File: src/rtl/ace_save_pkg.sv
// Shared types and constants for the Jupiter Ace snapshot saver.
// rle_len gives the encoded size of one (byte, length) run.
package ace_save_pkg;

    typedef enum logic [2:0] {
        ST_IDLE  = 3'd0,
        ST_FETCH = 3'd1,
        ST_WAIT  = 3'd2,
        ST_SCAN  = 3'd3,
        ST_EMIT  = 3'd4,
        ST_TAIL  = 3'd5,
        ST_FIN   = 3'd6
    } state_e;

    localparam logic [7:0] ESC_BYTE = 8'hED;
    localparam logic [7:0] END_MARK = 8'h00;

    function automatic logic [7:0] rle_len(input logic [7:0] b, input logic [7:0] n);
        logic [7:0] len;
        if ((b == ESC_BYTE) || (n >= 8'd5)) begin
            len = 8'd3;
        end else begin
            len = n;
        end
        return len;
    endfunction

endpackage

File: src/rtl/ace_rle_emitter.sv
// Turns one (byte, length) run or the end marker into ED-RLE bytes,
// pushed through a single-entry output register at up to one byte per clock.
module ace_rle_emitter
    import ace_save_pkg::*;
#(
    parameter logic [7:0] ESC = ESC_BYTE
) (
    input  logic       clk,
    input  logic       rst_n,
    input  logic       clr,
    input  logic       req_valid,
    input  logic       req_tail,
    input  logic [7:0] req_byte,
    input  logic [7:0] req_len,
    output logic       req_ready,
    input  logic       out_ready,
    output logic [7:0] out_data,
    output logic       out_valid,
    output logic       idle
);

    logic       active_r;
    logic       tail_r;
    logic [7:0] byte_r;
    logic [7:0] len_r;
    logic [7:0] idx_r;
    logic [7:0] out_data_r;
    logic       out_valid_r;
    logic [7:0] last_idx_s;
    logic       load_ok_s;

    function automatic logic [7:0] enc_byte(input logic [7:0] b, input logic [7:0] n,
                                            input logic [7:0] idx, input logic tail);
        logic [7:0] r;
        if (tail) begin
            r = (idx == 8'd0) ? ESC : END_MARK;
        end else if ((b == ESC) || (n >= 8'd5)) begin
            case (idx)
                8'd0:    r = ESC;
                8'd1:    r = n;
                default: r = b;
            endcase
        end else begin
            r = b;
        end
        return r;
    endfunction

    // Index of the final byte of the group being encoded.
    always_comb begin
        last_idx_s = 8'd0;
        if (tail_r) begin
            last_idx_s = 8'd1;
        end else if ((byte_r == ESC) || (len_r >= 8'd5)) begin
            last_idx_s = 8'd2;
        end else begin
            last_idx_s = len_r - 8'd1;
        end
    end

    assign load_ok_s = !out_valid_r || out_ready;

    // Group sequencing and the output register.
    always_ff @(posedge clk or negedge rst_n) begin
        if (!rst_n) begin
            active_r    <= 1'b0;
            tail_r      <= 1'b0;
            byte_r      <= 8'd0;
            len_r       <= 8'd0;
            idx_r       <= 8'd0;
            out_data_r  <= 8'd0;
            out_valid_r <= 1'b0;
        end else if (clr) begin
            active_r    <= 1'b0;
            idx_r       <= 8'd0;
            out_valid_r <= 1'b0;
        end else if (active_r && load_ok_s) begin
            out_data_r  <= enc_byte(byte_r, len_r, idx_r, tail_r);
            out_valid_r <= 1'b1;
            idx_r       <= idx_r + 8'd1;
            if (idx_r == last_idx_s) begin
                active_r <= 1'b0;
            end
        end else begin
            if (load_ok_s) begin
                out_valid_r <= 1'b0;
            end
            if (req_valid && !active_r) begin
                byte_r   <= req_byte;
                len_r    <= req_len;
                tail_r   <= req_tail;
                idx_r    <= 8'd0;
                active_r <= 1'b1;
            end
        end
    end

    assign req_ready = !active_r;
    assign out_data  = out_data_r;
    assign out_valid = out_valid_r;
    assign idle      = !active_r && !out_valid_r;

endmodule

File: src/rtl/ace_snapshot_saver.sv
// Reads the Ace RAM window one byte at a time, groups equal bytes into runs
// and hands them to the emitter, finishing with the ED 00 end marker.
module ace_snapshot_saver
    import ace_save_pkg::*;
#(
    parameter logic [15:0] START_ADDR = 16'h2000,
    parameter logic [15:0] END_ADDR   = 16'hFFFF,
    parameter logic [7:0]  ESC        = ESC_BYTE,
    parameter int          MAX_RUN    = 255,
    parameter int          RD_LAT     = 2
) (
    input  logic        clk_sys,
    input  logic        reset_n,
    input  logic        start,
    input  logic        abort,
    output logic        busy,
    output logic        done,
    output logic [15:0] mem_addr,
    output logic        mem_rd,
    input  logic [7:0]  mem_din,
    output logic [7:0]  out_data,
    output logic        out_valid,
    input  logic        out_ready,
    output logic [24:0] out_count
);

    localparam logic [16:0] END_EXT   = {1'b0, END_ADDR};
    localparam logic [7:0]  MAX_LEN   = 8'(MAX_RUN);
    localparam logic [1:0]  WAIT_LAST = 2'((RD_LAT >= 2) ? (RD_LAT - 2) : 0);

    state_e      state_r, state_nx;
    logic [16:0] addr_cnt_r;
    logic [1:0]  wait_cnt_r;
    logic [7:0]  run_byte_r, run_len_r, req_byte_r, req_len_r;
    logic        mem_rd_r, busy_r, done_r;
    logic [24:0] out_count_r;
    logic        reads_done_s, run_break_s;
    logic [7:0]  new_len_s;
    logic        req_valid_s, req_tail_s, req_ready_s, em_idle_s;

    // The 17-bit counter lets the window end at 16'hFFFF without wrapping.
    assign reads_done_s = addr_cnt_r > END_EXT;
    assign run_break_s  = (run_len_r != 8'd0) &&
                          !((mem_din == run_byte_r) && (run_len_r < MAX_LEN));
    assign new_len_s    = run_len_r + 8'd1;
    assign req_valid_s  = (state_r == ST_EMIT) || (state_r == ST_TAIL);
    assign req_tail_s   = (state_r == ST_TAIL);

    // State register.
    always_ff @(posedge clk_sys or negedge reset_n) begin
        if (!reset_n) begin
            state_r <= ST_IDLE;
        end else begin
            state_r <= state_nx;
        end
    end

    // Next-state decode; abort wins over everything including start.
    always_comb begin
        state_nx = state_r;
        if (abort) begin
            state_nx = ST_IDLE;
        end else begin
            case (state_r)
                ST_IDLE:  state_nx = start ? ST_FETCH : ST_IDLE;
                ST_FETCH: state_nx = (RD_LAT == 1) ? ST_SCAN : ST_WAIT;
                ST_WAIT:  state_nx = (wait_cnt_r == WAIT_LAST) ? ST_SCAN : ST_WAIT;
                ST_SCAN:  state_nx = (run_break_s || reads_done_s) ? ST_EMIT : ST_FETCH;
                ST_EMIT: begin
                    if (!req_ready_s) begin
                        state_nx = ST_EMIT;
                    end else if (!reads_done_s) begin
                        state_nx = ST_FETCH;
                    end else if (run_len_r != 8'd0) begin
                        state_nx = ST_EMIT;
                    end else begin
                        state_nx = ST_TAIL;
                    end
                end
                ST_TAIL:  state_nx = req_ready_s ? ST_FIN : ST_TAIL;
                ST_FIN:   state_nx = em_idle_s ? ST_IDLE : ST_FIN;
                default:  state_nx = ST_IDLE;
            endcase
        end
    end

    // Fetch address, run accumulation and status outputs.
    always_ff @(posedge clk_sys or negedge reset_n) begin
        if (!reset_n) begin
            addr_cnt_r <= 17'd0;
            wait_cnt_r <= 2'd0;
            run_byte_r <= 8'd0;
            run_len_r  <= 8'd0;
            req_byte_r <= 8'd0;
            req_len_r  <= 8'd0;
            mem_rd_r   <= 1'b0;
            busy_r     <= 1'b0;
            done_r     <= 1'b0;
        end else if (abort) begin
            run_len_r <= 8'd0;
            mem_rd_r  <= 1'b0;
            busy_r    <= 1'b0;
            done_r    <= 1'b0;
        end else begin
            mem_rd_r <= (state_nx == ST_FETCH);
            done_r   <= (state_r == ST_FIN) && em_idle_s;
            case (state_r)
                ST_IDLE: begin
                    if (start) begin
                        addr_cnt_r <= {1'b0, START_ADDR};
                        run_len_r  <= 8'd0;
                        busy_r     <= 1'b1;
                    end
                end
                ST_FETCH: begin
                    addr_cnt_r <= addr_cnt_r + 17'd1;
                    wait_cnt_r <= 2'd0;
                end
                ST_WAIT: wait_cnt_r <= wait_cnt_r + 2'd1;
                ST_SCAN: begin
                    if (run_break_s) begin
                        req_byte_r <= run_byte_r;
                        req_len_r  <= run_len_r;
                        run_byte_r <= mem_din;
                        run_len_r  <= 8'd1;
                    end else if (reads_done_s) begin
                        req_byte_r <= mem_din;
                        req_len_r  <= new_len_s;
                        run_len_r  <= 8'd0;
                    end else begin
                        run_byte_r <= mem_din;
                        run_len_r  <= new_len_s;
                    end
                end
                ST_EMIT: begin
                    // After the last read a leftover run is queued as a second group.
                    if (req_ready_s && reads_done_s && (run_len_r != 8'd0)) begin
                        req_byte_r <= run_byte_r;
                        req_len_r  <= run_len_r;
                        run_len_r  <= 8'd0;
                    end
                end
                ST_FIN: begin
                    if (em_idle_s) begin
                        busy_r <= 1'b0;
                    end
                end
                default: busy_r <= busy_r;
            endcase
        end
    end

    // Accepted-byte counter, held across abort and cleared by a new save.
    always_ff @(posedge clk_sys or negedge reset_n) begin
        if (!reset_n) begin
            out_count_r <= 25'd0;
        end else if ((state_r == ST_IDLE) && start && !abort) begin
            out_count_r <= 25'd0;
        end else if (out_valid && out_ready) begin
            out_count_r <= out_count_r + 25'd1;
        end
    end

    ace_rle_emitter #(
        .ESC(ESC)
    ) u_emitter (
        .clk       (clk_sys),
        .rst_n     (reset_n),
        .clr       (abort),
        .req_valid (req_valid_s),
        .req_tail  (req_tail_s),
        .req_byte  (req_byte_r),
        .req_len   (req_len_r),
        .req_ready (req_ready_s),
        .out_ready (out_ready),
        .out_data  (out_data),
        .out_valid (out_valid),
        .idle      (em_idle_s)
    );

    assign mem_addr  = addr_cnt_r[15:0];
    assign mem_rd    = mem_rd_r;
    assign busy      = busy_r;
    assign done      = done_r;
    assign out_count = out_count_r;

endmodule

File: config.mk
export PLATFORM = sky130hd
export DESIGN_NAME = ace_snapshot_saver
export DESIGN_NICKNAME = d
export VERILOG_FILES = /design/src/rtl/ace_save_pkg.sv /design/src/rtl/ace_rle_emitter.sv /design/src/rtl/ace_snapshot_saver.sv
export SDC_FILE = /design/constraint.sdc
export NUM_CORES = 1
export LEC_CHECK = 0
export CAP_MARGIN = 20
export CORE_MARGIN = 1
export CORE_UTILIZATION = 45
export CTS_CLUSTER_DIAMETER = 60
export DETAILED_ROUTE_END_ITERATION = 10
export PLACE_DENSITY = 0.7
export SYNTH_ARGS = -nofsm -noshare
export SYNTH_HDL_FRONTEND = slang
export SYNTH_SLANG_ARGS = --single-unit
File: constraint.sdc
create_clock -name clk_sys -period 7.09 [get_ports clk_sys]
set_input_delay 1.7725 -clock clk_sys [delete_from_list [all_inputs] [get_ports clk_sys]]
set_output_delay 1.7725 -clock clk_sys [all_outputs]
set_load 0.05 [all_outputs]
==> metrics.csv <==
metric,value,unit
hold_start,req_len_r[1],
ys_ff_latch,117,
ir_worst_vdd,180,uV
ctsLongestPathBuffers,2,
pin_count,66,
path_clk_slew,0.05,ns
multi_input_comb_area,0.00301,sq mm
max_freq,238,MHz
mostFrequentLayoutCells,"dfrtp_1, nor2_1, clkdlybuf4s50_1",
cts_tree,built,
antenna_found_initial,0,
power_leakage,3.43,nW
synthFlopType,dfrtp_1,
mostFrequentLayoutCell,dfrtp_1,
power,1.71,mW
synth_area_leaders,"dfrtp_1, mux2_2, nor2_1, xor2_1, o21ai_0",
layout_min_cycle_time,4.21,ns
hold_buffers,0,
postRouteAntennaNets,0,
slew_headroom,34.6,%
nFillCells,1174,
worstSetupPathType,input port to register,
drc,0,
overflow,0,
grt_pass1_vias,4789,
use_met3,4.94,%
wl,13400,microns
syn-num-nets,655,
yosys_warnings,0,
first_pass_iters,5,
gr-max-usage-layer,met2,
cts_made_buffers,17,
drtIter0Drc,390,
setup_tns,0,ns
synth-edff-count,0,
hold_path.class,register to register,
met1_usage,25.5,%
critPathLaunchType,input port,
p_per_area,229,mW/mm^2
place.gp.congestion,0.868,
clk_latency,0.42,ns
reg2reg_to,req_byte_r[6],
synth_cells,631,
max_slew.worst_pin.slew,0.981,ns
cts_sinks,117,
wire_per_inst,15.6,microns
port_buffers,65,
cts_resized,0,
finalHoldViolCount,0,
async_flop_share,100,%
ys_types,54,
synth_top_area_cell,dfrtp_1,
status,"complete, no violations",
end_kind,register,
synth_area,0.00625,sq mm
num_vias,4857,
r2r_start,run_len_r[0],
cp_max_fo,10,
ys_seq_area_share,46.9,%
track_usage,20.3,%
setup_ws,2.88,ns
synth.avg_cell_area,9.90,sq um
dp_slack,2.54,ns
post-route-util,55.5,%
setup_viol,0,
start_util,46.6,%
ctsRootBufferMaster,clkbuf_16,
fin_skew,0.00805,ns
finalMaxSlewViolations,0,
max_cap_violations,0,
h-tree-depth,4,
dieArea,0.0144,sq mm
drive_above_1_share,12.8,%
fp.dieH,120,microns
die_w,120,microns
yosysTopAreaCellShare,46.9,%
min_to,u_emitter.len_r[1],
finalCritPeriodShare,59.4,%
ff_latch_area,0.00293,sq mm
rsz0062_at_grt,false,
grt_max_degree,78,
core_area,0.0134,sq mm
via_per_inst,5.64,
ff2ff_path_depth,7,
antennaDiodeCount,0,
grt_pass1_wl,23000,microns
dp_hpwl,9530,microns
required,7.38,ns
row_count,42,
whs_path_depth,2,
rrSetupSlack,4.21,ns
use_met2,33.4,%
postCtsSetupBuffers,0,
syn_to_final_growth,19.2,%
final_nets,700,
worstPathArrival,4.50,ns
cell type report:
| cell class | instances | area share [%] |
|---|---|---|
| multi-input combinational | 450 | 40.5 |
| timing repair buffer | 69 | 9.11 |
| inverter | 21 | 1.06 |
| tap | 176 | 2.96 |
| sequential | 117 | 39.3 |
| clock buffer | 21 | 5.92 |
| clock inverter | 7 | 1.14 |
synth_stat cells, drive strengths merged, types with 11 or more instances:
cell type	n
a21oi	18
and3	19
buf	26
clkbuf	17
dfrtp	117
ha	11
inv	21
mux2	47
nand2	40
nand3	28
nand4	15
nor2	81
nor3	19
o21ai	31
o31ai	12
xnor2	14
xor2	34
worst max-delay path, cell delays in order:
cell	delay (ns)
clkdlybuf4s50_1	0.46
xor2_1	0.17
nor4_1	0.44
nand3_1	0.37
a21oi_2	0.62
mux2_2	0.41
mux2_2	0.26
flip-flops by register name, summed over array words and instances, names as in the netlist, 2 cells and up:
register	count
u_emitter.len_r	8
u_emitter.out_data	8
out_count	25
req_len_r	8
u_emitter.byte_r	8
req_byte_r	8
wait_cnt_r	2
run_len_r	8
state_r	3
addr_cnt_r	17
run_byte_r	8
u_emitter.idx_r	8
per-stage QoR:
step | area [sq um] | std cells | hold WS, ns
6_report | 7440 | 861 | 0.493
5_1_grt | 7440 | 861 | 0.527
4_1_cts | 7440 | 861 | 0.500
3_5_place_dp | 6920 | 833 | 0.488
3_3_place_gp | 6920 | 833 | 0.484
2_1_floorplan | 6250 | 631 | 0.446
per-layer routing:
metal  share of wire (%)  vias to the layer above  wire [microns]
li1                    -                     2313               -
met1                  45                     2411            6020
met2                  49                      111            6600
met3                 4.1                       22             551
met4                 1.7                        0             223
met5                   0                        -               0
where the power goes:
group	internal (mW)	leakage (nW)	switching (mW)
clock network	0.503	0.262	0.278
registers	0.707	1.61	0.0408
logic	0.0745	1.56	0.102
total	1.28	3.43	0.421
kinds of logic after synthesis:
group                      after synthesis  synth area share (%)
AOI/OAI and AO/OA                      108                  11.8
xor gates and xnor gates                48                  6.73
adders and majority gates               11                  2.20
buffers and inverters                   64                  5.01
DFF                                    117                  46.9
muxes                                   50                  8.95
and+or+nand+nor                        233                  18.4
worst max-delay path by stage:
stage	start	slack (ns)	end	cells after the start
floorplan	mem_din[3]	3.39	req_byte_r[0]	6
finish	mem_din[7]	2.88	req_byte_r[6]	7
global placement	mem_din[4]	2.66	req_byte_r[5]	7
detailed placement	mem_din[7]	2.54	req_byte_r[4]	7
global route	mem_din[4]	2.66	req_byte_r[4]	7
CTS	mem_din[7]	2.93	req_byte_r[6]	7
(Power assumes the default switching activity.)
